$ cat config.mk
export PLATFORM = sky130hd
export DESIGN_NAME = ps2_mouse_tracker_flat
export DESIGN_NICKNAME = d
export VERILOG_FILES = /design/src/rtl/ps2_mouse_tracker_if.sv /design/src/rtl/ps2_mouse_tracker.sv /design/src/flat_wrapper.sv
export SDC_FILE = /design/constraint.sdc
export NUM_CORES = 1
export LEC_CHECK = 0
export ABC_AREA = 1
export BUFFER_PORTS_ARGS = -buffer_cell sky130_fd_sc_hd__buf_4
export CAP_MARGIN = 25
export CELL_PAD_IN_SITES_DETAIL_PLACEMENT = 1
export CELL_PAD_IN_SITES_GLOBAL_PLACEMENT = 2
export CORE_MARGIN = 3
export CORE_UTILIZATION = 34
export CTS_BUF_LIST = sky130_fd_sc_hd__clkbuf_8
export DETAILED_ROUTE_END_ITERATION = 10
export PLACE_DENSITY = 0.9
export SYNTH_ARGS = -nofsm -noshare
export SYNTH_HDL_FRONTEND = slang
export SYNTH_SLANG_ARGS = --single-unit
$ cat constraint.sdc
create_clock -name clk -period 2.5 [get_ports clk]
set_clock_uncertainty 0.2 [all_clocks]
set_input_delay 0.375 -clock clk [delete_from_list [all_inputs] [get_ports clk]]
set_output_delay 0.375 -clock clk [all_outputs]
set_load 0.02 [all_outputs]
$ cat src/rtl/ps2_mouse_tracker_if.sv
// Byte stream from the PS/2 receiver into the mouse packet tracker.
interface ps2_mouse_tracker_if;
    logic       byte_valid;
    logic [7:0] byte_data;

    modport master (output byte_valid, output byte_data);
    modport slave  (input  byte_valid, input  byte_data);
endinterface

$ cat src/rtl/ps2_mouse_tracker.sv
// PS/2 mouse stream packet assembler with timeout recovery, clamped absolute
// cursor integration and button level/edge reporting.
module ps2_mouse_tracker #(
    parameter int SCREEN_W       = 640,
    parameter int SCREEN_H       = 480,
    parameter int INIT_X         = 320,
    parameter int INIT_Y         = 240,
    parameter int TIMEOUT_CYCLES = 2500000
) (
    input  logic                      clk,
    input  logic                      rstn,
    ps2_mouse_tracker_if.slave        bus,
    output logic [9:0]                cursor_x,
    output logic [8:0]                cursor_y,
    output logic                      btn_left,
    output logic                      btn_right,
    output logic                      btn_middle,
    output logic                      left_press,
    output logic                      pkt_valid,
    output logic [7:0]                sync_errs
);

    localparam int TW = (TIMEOUT_CYCLES > 1) ? $clog2(TIMEOUT_CYCLES) : 1;
    localparam logic [TW-1:0]     TMO_LAST = TW'(TIMEOUT_CYCLES - 1);
    localparam logic signed [11:0] X_MAX   = 12'(SCREEN_W - 1);
    localparam logic signed [11:0] Y_MAX   = 12'(SCREEN_H - 1);

    typedef enum logic [1:0] {B0, B1, B2} state_t;

    // flags_q packs the useful flag bits: {Yovf, Xovf, Ysign, Xsign, M, R, L}
    state_t        state_q, state_d;
    logic [6:0]    flags_q, flags_d;
    logic [7:0]    xbyte_q, xbyte_d;
    logic [TW-1:0] tmo_q, tmo_d;
    logic [9:0]    cursor_x_q, cursor_x_d;
    logic [8:0]    cursor_y_q, cursor_y_d;
    logic [2:0]    btn_q, btn_d;
    logic          left_press_q, left_press_d;
    logic          pkt_valid_q, pkt_valid_d;
    logic [7:0]    sync_errs_q, sync_errs_d;

    logic                err_inc;
    logic signed [11:0]  dx, dy, nx, ny;

    // Next-state: packet FSM, timeout, and commit of the assembled packet.
    // The commit is computed from the third byte directly so its results
    // register on the same edge the byte is taken (outputs one clk later).
    always_comb begin
        state_d      = state_q;
        flags_d      = flags_q;
        xbyte_d      = xbyte_q;
        tmo_d        = '0;
        cursor_x_d   = cursor_x_q;
        cursor_y_d   = cursor_y_q;
        btn_d        = btn_q;
        left_press_d = 1'b0;
        pkt_valid_d  = 1'b0;
        err_inc      = 1'b0;

        dx = flags_q[5] ? '0 : {{3{flags_q[3]}}, flags_q[3], xbyte_q};
        dy = flags_q[6] ? '0 : {{3{flags_q[4]}}, flags_q[4], bus.byte_data};
        nx = $signed({2'b00, cursor_x_q}) + dx;
        ny = $signed({3'b000, cursor_y_q}) - dy;

        if (bus.byte_valid) begin
            unique case (state_q)
                B0: begin
                    if (bus.byte_data[3]) begin
                        flags_d = {bus.byte_data[7:4], bus.byte_data[2:0]};
                        state_d = B1;
                    end else begin
                        err_inc = 1'b1;
                    end
                end
                B1: begin
                    xbyte_d = bus.byte_data;
                    state_d = B2;
                end
                B2: begin
                    state_d = B0;
                    if (nx < 0)          cursor_x_d = '0;
                    else if (nx > X_MAX) cursor_x_d = X_MAX[9:0];
                    else                 cursor_x_d = nx[9:0];
                    if (ny < 0)          cursor_y_d = '0;
                    else if (ny > Y_MAX) cursor_y_d = Y_MAX[8:0];
                    else                 cursor_y_d = ny[8:0];
                    btn_d        = flags_q[2:0];
                    left_press_d = flags_q[0] & ~btn_q[0];
                    pkt_valid_d  = 1'b1;
                end
                default: state_d = B0;
            endcase
        end else if (state_q != B0) begin
            if (tmo_q == TMO_LAST) begin
                state_d = B0;
                err_inc = 1'b1;
            end else begin
                tmo_d = tmo_q + 1'b1;
            end
        end

        sync_errs_d = sync_errs_q;
        if (err_inc && (sync_errs_q != 8'hFF))
            sync_errs_d = sync_errs_q + 8'd1;
    end

    // State and output registers with synchronous active-low reset.
    always_ff @(posedge clk) begin
        if (!rstn) begin
            state_q      <= B0;
            flags_q      <= '0;
            xbyte_q      <= '0;
            tmo_q        <= '0;
            cursor_x_q   <= 10'(INIT_X);
            cursor_y_q   <= 9'(INIT_Y);
            btn_q        <= '0;
            left_press_q <= 1'b0;
            pkt_valid_q  <= 1'b0;
            sync_errs_q  <= '0;
        end else begin
            state_q      <= state_d;
            flags_q      <= flags_d;
            xbyte_q      <= xbyte_d;
            tmo_q        <= tmo_d;
            cursor_x_q   <= cursor_x_d;
            cursor_y_q   <= cursor_y_d;
            btn_q        <= btn_d;
            left_press_q <= left_press_d;
            pkt_valid_q  <= pkt_valid_d;
            sync_errs_q  <= sync_errs_d;
        end
    end

    assign cursor_x   = cursor_x_q;
    assign cursor_y   = cursor_y_q;
    assign btn_left   = btn_q[0];
    assign btn_right  = btn_q[1];
    assign btn_middle = btn_q[2];
    assign left_press = left_press_q;
    assign pkt_valid  = pkt_valid_q;
    assign sync_errs  = sync_errs_q;

endmodule
$ cat src/flat_wrapper.sv
// flat-port wrapper written by rule: the top's interface ports become plain ports
module ps2_mouse_tracker_flat 
#(
    parameter int SCREEN_W       = 640,
    parameter int SCREEN_H       = 480,
    parameter int INIT_X         = 320,
    parameter int INIT_Y         = 240,
    parameter int TIMEOUT_CYCLES = 2500000
)
  (clk, rstn, cursor_x, cursor_y, btn_left, btn_right, btn_middle, left_press, pkt_valid, sync_errs, bus_byte_valid, bus_byte_data);
  ps2_mouse_tracker_if bus_i ();
  input  logic clk;
  input  logic rstn;
  output logic [9:0] cursor_x;
  output logic [8:0] cursor_y;
  output logic btn_left;
  output logic btn_right;
  output logic btn_middle;
  output logic left_press;
  output logic pkt_valid;
  output logic [7:0] sync_errs;
  input wire logic [$bits(bus_i.byte_valid)-1:0] bus_byte_valid;
  input wire logic [$bits(bus_i.byte_data)-1:0] bus_byte_data;
  assign bus_i.byte_valid = bus_byte_valid;
  assign bus_i.byte_data = bus_byte_data;
  ps2_mouse_tracker #(.SCREEN_W(SCREEN_W), .SCREEN_H(SCREEN_H), .INIT_X(INIT_X), .INIT_Y(INIT_Y), .TIMEOUT_CYCLES(TIMEOUT_CYCLES)) u_core (.clk(clk), .rstn(rstn), .bus(bus_i), .cursor_x(cursor_x), .cursor_y(cursor_y), .btn_left(btn_left), .btn_right(btn_right), .btn_middle(btn_middle), .left_press(left_press), .pkt_valid(pkt_valid), .sync_errs(sync_errs));
endmodule
; ---- Yosys cells after proc, flatten, opt, wreduce, memory -nomap -nowiden
; Cells that the tools add are included.
[totals]
reg_bits = 71
in_bits = 11
output_inout_bits = 32
wordCells = 56
[classes]
add_sub_neg = 4
n_lt_le_gt_ge = 4
eq_ne = 5
mux = 17
bitwise = 4
reduce_logical = 12
[ops]
columns = operator, count
row1 = "12-bit by 1-bit < comparator with 1-bit output, second input constant", 2
row2 = 12-bit 2-to-1 mux, 2
row3 = "22-bit by 1-bit adder with 22-bit output, second input constant", 1
row4 = "22-bit == test, second input constant", 1
row5 = 10-bit 2-to-1 mux, 2
row6 = 9-bit 2-to-1 mux, 2
row7 = 11-bit by 12-bit adder with 12-bit output, 1
row8 = "12-bit by 10-bit greater-than comparator with 1-bit output, second input constant", 1
row9 = "12-bit by 11-bit greater-than comparator with 1-bit output, second input constant", 1
row10 = 10-bit by 12-bit subtractor with 12-bit output, 1
row11 = 3-bit AND reduction, 3
row12 = "8-bit by 1-bit adder with 8-bit output, second input constant", 1
row13 = 2-bit 2-to-1 mux, 4
row14 = "8-bit inequality test, second input constant", 1
row15 = 1-bit 2-to-1 mux, 6
row16 = 2-bit AND reduction, 3
row17 = 2-bit nonzero test, 3
row18 = 2-bit case mux with 2 select lines, 1
row19 = 4-bit OR reduction, 1
row20 = "3-bit inequality test, second input constant", 1
row21 = 1-bit NOT, 3
row22 = "2-bit by 1-bit == test with 1-bit output, second input constant", 1
row23 = "2-bit == test, second input constant", 1
row24 = 2-bit zero test, 1
row25 = other kinds (2), 2

; ---- Depth between registers and ports, before layout
[logic_depth]
word_depth = 5
mapped_depth = 18
ltp_nobuf = 17

; ---- Least setup slack after synthesis
; OpenSTA, ideal clock, no wires.
[synth_path]
kind = reg2reg
start = reg u_core.flags_q[5]
end = reg u_core.cursor_x_q[6] (netlist: u_core.cursor_x[6])
setup_ps = 116
t_arrival_ps = 1992
setup_slack_ps = 192
stages_incl_launch_ff = 18
n_path_buf = 1
period_less_slack_ps = 2308
path_cell_list = dfxtp_1 > buf_2 > nor2_1 > ha_1 > inv_1 > fa_1 > inv_1 > nand3_1 > nand3_1 > nand2_1 > nand2_1 > nand2_1 > nand2_1 > nand2_1 > nand3_2 > nand2_1 > o21ai_1 > nand2_1
[synth_between]
elab_chain_cells = 5
[synth_rtl]
columns = element, line
row1 = "start, declared", ps2_mouse_tracker.sv:32  ; logic [6:0] flags_q, flags_d;
row2 = "start signal, assigned", ps2_mouse_tracker.sv:122  ; flags_q <= flags_d;
row3 = 12-bit 2-to-1 mux *, ps2_mouse_tracker.sv:60  ; dx = flags_q[5] ? '0 : {{3{flags_q[3]}}, flags_q[3], xbyte_q};
row4 = 11-bit by 12-bit adder with 12-bit output *, ps2_mouse_tracker.sv:62  ; nx = $signed({2'b00, cursor_x_q}) + dx;
row5 = 12-bit by 11-bit greater-than comparator with 1-bit output, ps2_mouse_tracker.sv:82  ; else if (nx > X_MAX) cursor_x_d = X_MAX[9:0];
row6 = 10-bit 2-to-1 mux, ps2_mouse_tracker.sv:82
row7 = 10-bit 2-to-1 mux *, ps2_mouse_tracker.sv:81  ; if (nx < 0) cursor_x_d = '0;
row8 = "end signal, assigned", ps2_mouse_tracker.sv:114  ; cursor_x_q <= 10'(INIT_X);
row9 = "end signal, assigned", ps2_mouse_tracker.sv:125  ; cursor_x_q <= cursor_x_d;
row10 = "end, declared", ps2_mouse_tracker.sv:35  ; logic [9:0] cursor_x_q, cursor_x_d;
; Every way passes the cells marked *; elsewhere a longest branch is shown, timed or not.
; A chain may end at the register's enable or synchronous reset.

; ---- Worst setup path after layout
[layout_path]
start = reg u_core.flags_q[6]
end = reg u_core.cursor_y_q[0] (netlist: u_core.cursor_y[0])
[layout_between]
elab_chain_cells = 5
[layout_rtl]
columns = element, line
row1 = 12-bit 2-to-1 mux *, ps2_mouse_tracker.sv:61  ; dy = flags_q[6] ? '0 : {{3{flags_q[4]}}, flags_q[4], bus.byte_data};
row2 = 10-bit by 12-bit subtractor with 12-bit output *, ps2_mouse_tracker.sv:63  ; ny = $signed({3'b000, cursor_y_q}) - dy;
row3 = 12-bit by 10-bit greater-than comparator with 1-bit output, ps2_mouse_tracker.sv:85  ; else if (ny > Y_MAX) cursor_y_d = Y_MAX[8:0];
row4 = 9-bit 2-to-1 mux, ps2_mouse_tracker.sv:85
row5 = 9-bit 2-to-1 mux *, ps2_mouse_tracker.sv:84  ; if (ny < 0) cursor_y_d = '0;
row6 = "end signal, assigned", ps2_mouse_tracker.sv:115  ; cursor_y_q <= 9'(INIT_Y);
row7 = "end signal, assigned", ps2_mouse_tracker.sv:126  ; cursor_y_q <= cursor_y_d;
row8 = "end, declared", ps2_mouse_tracker.sv:36  ; logic [8:0] cursor_y_q, cursor_y_d;
; Marks and branches as above.

==> impl_metrics.py <==
metrics = {
    "pwr": {
        "peakVddDrop_uv": 218,
        "seqPwrFrac_pct": 44.8,
        "switching_share_pct": 32.9,
        "pwr-share-comb_pct": 22.6,
        "cell_internal_pwr_mw": 1.78,
        "power_switching_uw": 872,
        "clock_power_share_pct": 32.7,
        "p_leak_nw": 2.48,
        "p_per_area_nw_per_um2": 466,
    },
    "detailed_routing": {
        "drc_errors": 0,
        "drt_iter0_drc": 185,
        "drt-total-wl_um": 13100,
        "vias": 4416,
        "via_per_inst": 4.89,
        "postRouteAntennaNets": 0,
        "dr.pass1.iters": 4,
        "post_drt_wl_per_cell_um": 14.5,
    },
    "critical_path": {
        "timing.rr.start": "u_core.flags_q[6]",
        "ff2ff_setup_slack_ns": 0.12,
        "crit_path_max_fanout": 3,
        "worst_setup_path_start_kind": "flip-flop",
        "end_kind": "flip-flop",
        "r2r-end": "u_core.cursor_y[0]",
        "setup.worst_path.class": "flip-flop to flip-flop",
        "worstRegToRegCells": 15,
        "arrival_ns": 2.48,
        "cp.required_ns": 2.60,
    },
    "synth": {
        "ys_ff_latch": 71,
        "muxShareOfSynthArea_pct": 0,
        "async_reset_ff_share_pct": 0,
        "synth_simple_gate_area_share_pct": 34.9,
        "syn_area_um2": 4370,
        "yosys.area_share.xor_xnor_pct": 3.21,
        "synth_compound_area_share_pct": 12.4,
        "synth_top_area_cell": "dfxtp_1",
        "synthFlopType": "dfxtp_1",
        "synth.top_cell.area_share_pct": 32.5,
        "synth.top_cells.by_count": "159 x nand2_1, 83 x inv_1, 71 x dfxtp_1, 65 x nor2_1, 62 x a21oi_1",
        "synthMostInstantiatedCell": "nand2_1",
        "yosys_warnings": 0,
        "syn_area_per_cell_um2": 6.75,
        "synthCells": 648,
        "synthTopCellsByArea": "dfxtp_1 33%, nand2_1 14%, inv_1 7.1%",
        "synthAdderAreaFrac_pct": 7.78,
        "synth_top_family_by_area": "simple AND/OR/NAND/NOR gates",
        "synth_fp_nets": 685,
        "synth_edf_count": 0,
        "yosysUniqueCellTypes": 39,
        "yosysSeqAreaShare_pct": 32.5,
    },
    "clocking": {
        "clockRootBuffer": "clkbuf_8",
        "clock_path_buffers": 2,
        "cts_tree": "done",
        "path_clk_slew_ns": 0.09,
        "htree_num_levels": 3,
        "cts_sinks": 71,
        "numCtsBuffers": 9,
        "clk_latency_ns": 0.36,
        "hold_buffers": 0,
    },
    "min_path": {
        "worstHoldPathType": "input pin to flip-flop",
        "hold_path_end": "u_core.flags_q[3]",
        "hold_depth": 3,
        "min_from": "bus_byte_data[4]",
    },
    "die": {
        "placement_rows": 40,
        "die_width_um": 119,
        "die_area_um2": 14300,
        "initial_core_util_pct": 35.5,
        "die_y_um": 119,
        "coreArea_um2": 12300,
        "io_pins": 43,
    },
    "sta": {
        "tightest_slew_ns": 0.455,
        "fmax_mhz": 420,
        "rsz0062_at_grt": "true",
        "post-route-min-period_ns": 2.38,
        "slew_headroom_pct": 69.4,
        "hold_violations": 0,
        "period_share_pct": 95.2,
        "layout_setup_ws_ns": 0.120,
        "setup_viol": 0,
        "finalMaxSlewViolations": 0,
    },
    "grt": {
        "antenna_found_initial": 0,
        "grt_usage_pct": 18.1,
        "grt_pass1_wl_um": 21300,
        "gr-max-usage-layer": "met2",
        "grtUsageMet2_pct": 31.9,
        "grt_max_degree": 23,
        "grt.overflow.total": 0,
        "grt_pass1_vias": 4476,
        "grt_util_met1_pct": 23.0,
        "use_met3_pct": 2.99,
    },
    "placement": {
        "gp_congestion": 0.866,
        "place_hpwl_um": 10100,
        "dp.cells": 880,
        "post-place-ws_ns": -0.0690,
        "dpl-instance-area_um2": 5110,
        "portBuffers": 42,
    },
    "finish": {
        "instances_no_fill": 903,
        "nNetsFinal": 767,
        "stdcell_area_um2": 5690,
        "n_antenna_cell": 0,
        "final_util_pct": 46.2,
        "area_delta_synth_final_pct": 30.1,
        "drive_above_1_share_pct": 26.3,
    },
    "job": {
        "max-cap-violations": 0,
    },
    "status": {
        "status": "finished, final reports clean",
    },
}
## worst max-delay path, stage by stage (launching register included)
cell,delay (ns)
dfxtp_2,0.34
buf_4,0.13
nor2_2,0.11
ha_2,0.17
inv_1,0.06
fa_2,0.40
nand2_2,0.09
nand3_2,0.07
nand2_1,0.07
nand2_1,0.07
nor2_1,0.12
nand3_2,0.12
buf_4,0.15
nand3_1,0.06
nand2_1,0.05
a21oi_1,0.11
## final cells by class
cell class / count / area (um^2)
clock buffer: 9 / 124
clock inverter: 7 / 57.6
fill: 1596 / 6630
inverter: 92 / 345
multi-input combinational: 475 / 2900
sequential: 71 / 1430
tap: 168 / 210
timing repair buffer: 81 / 624
## power groups by stage
stage | registers [mW] | clock network [mW] | logic [mW]
floorplan | 1.21 | 0 | 0.305
global placement | 1.21 | 0 | 0.493
detailed placement | 1.21 | 0 | 0.511
CTS | 1.18 | 0.890 | 0.521
global route | 1.19 | 0.945 | 0.670
finish | 1.19 | 0.866 | 0.599
## worst max path at each step
stage	start	endpoint	cells past startpoint
global placement	u_core.xbyte_q[0]	u_core.cursor_x[1]	16
CTS	u_core.xbyte_q[0]	u_core.cursor_x[6]	17
global route	u_core.flags_q[6]	u_core.cursor_y[0]	15
detailed placement	u_core.xbyte_q[0]	u_core.cursor_x[3]	16
floorplan	u_core.flags_q[5]	u_core.cursor_x[6]	17
finish	u_core.flags_q[6]	u_core.cursor_y[0]	15
## flip-flops by register name, summed over array words and instances (netlist names)
| signal | cells |
|---|---|
| u_core.btn_q | 3 |
| u_core.cursor_x | 10 |
| u_core.cursor_y | 9 |
| u_core.flags_q | 7 |
| u_core.left_press | 1 |
| u_core.pkt_valid | 1 |
| u_core.state_q | 2 |
| u_core.sync_errs | 8 |
| u_core.tmo_q | 22 |
| u_core.xbyte_q | 8 |
## cell usage in the layout, fill, tap and decap left out, types with 3 or more instances in the layout
| cell type | n |
|---|---|
| ha_4 | 9 |
| nand4_1 | 12 |
| xnor2_1 | 6 |
| dfxtp_2 | 3 |
| nor2_1 | 54 |
| dfxtp_1 | 68 |
| buf_4 | 79 |
| nand2_2 | 19 |
| clkbuf_8 | 9 |
| nor3b_1 | 4 |
| xor2_1 | 10 |
| nand3_1 | 42 |
| a21oi_2 | 3 |
| a21oi_1 | 58 |
| nand3_2 | 12 |
| ha_1 | 12 |
| nor3_1 | 5 |
| nor2_4 | 9 |
| nor2_2 | 10 |
| inv_1 | 80 |
| o21ai_1 | 4 |
| nor4_1 | 6 |
| ha_2 | 3 |
| clkinv_1 | 3 |
| o21ai_0 | 22 |
| o21bai_1 | 6 |
| nor3_2 | 4 |
| a21oi_4 | 3 |
| nand2_1 | 143 |
| inv_2 | 9 |
## per-stage QoR
stage / total power, mW / hold slack [ns] / setup TNS (ns)
6_report: 2.65 / 0.0889 / 0
5_1_grt: 2.81 / 0.0770 / -0.127
4_1_cts: 2.60 / 0.0698 / 0
3_5_place_dp: 1.72 / 0.249 / -0.461
3_3_place_gp: 1.70 / 0.240 / -0.246
2_1_floorplan: 1.52 / 0.230 / 0
## per-layer routing
| layer | up-vias | share of wire, % |
|---|---|---|
| li1 | 2268 | - |
| met1 | 2097 | 46 |
| met2 | 42 | 51 |
| met3 | 9 | 1.8 |
| met4 | 0 | 1.1 |
| met5 | - | 0 |
## logic make-up after synthesis
logic type                 Yosys count
and+or+nand+nor                    330
buffers and inverters              104
AOI/OAI and AO/OA                  101
DFF                                 71
adders and majority gates           26
xor gates and xnor gates            16
## repair_timing
action	CTS	global route
resized for setup	8	72
endpoints found under the setup margin	13	19
gates cloned	0	2
setup buffers	2	3
pin swaps	1	15
(Power assumes the default switching activity.)
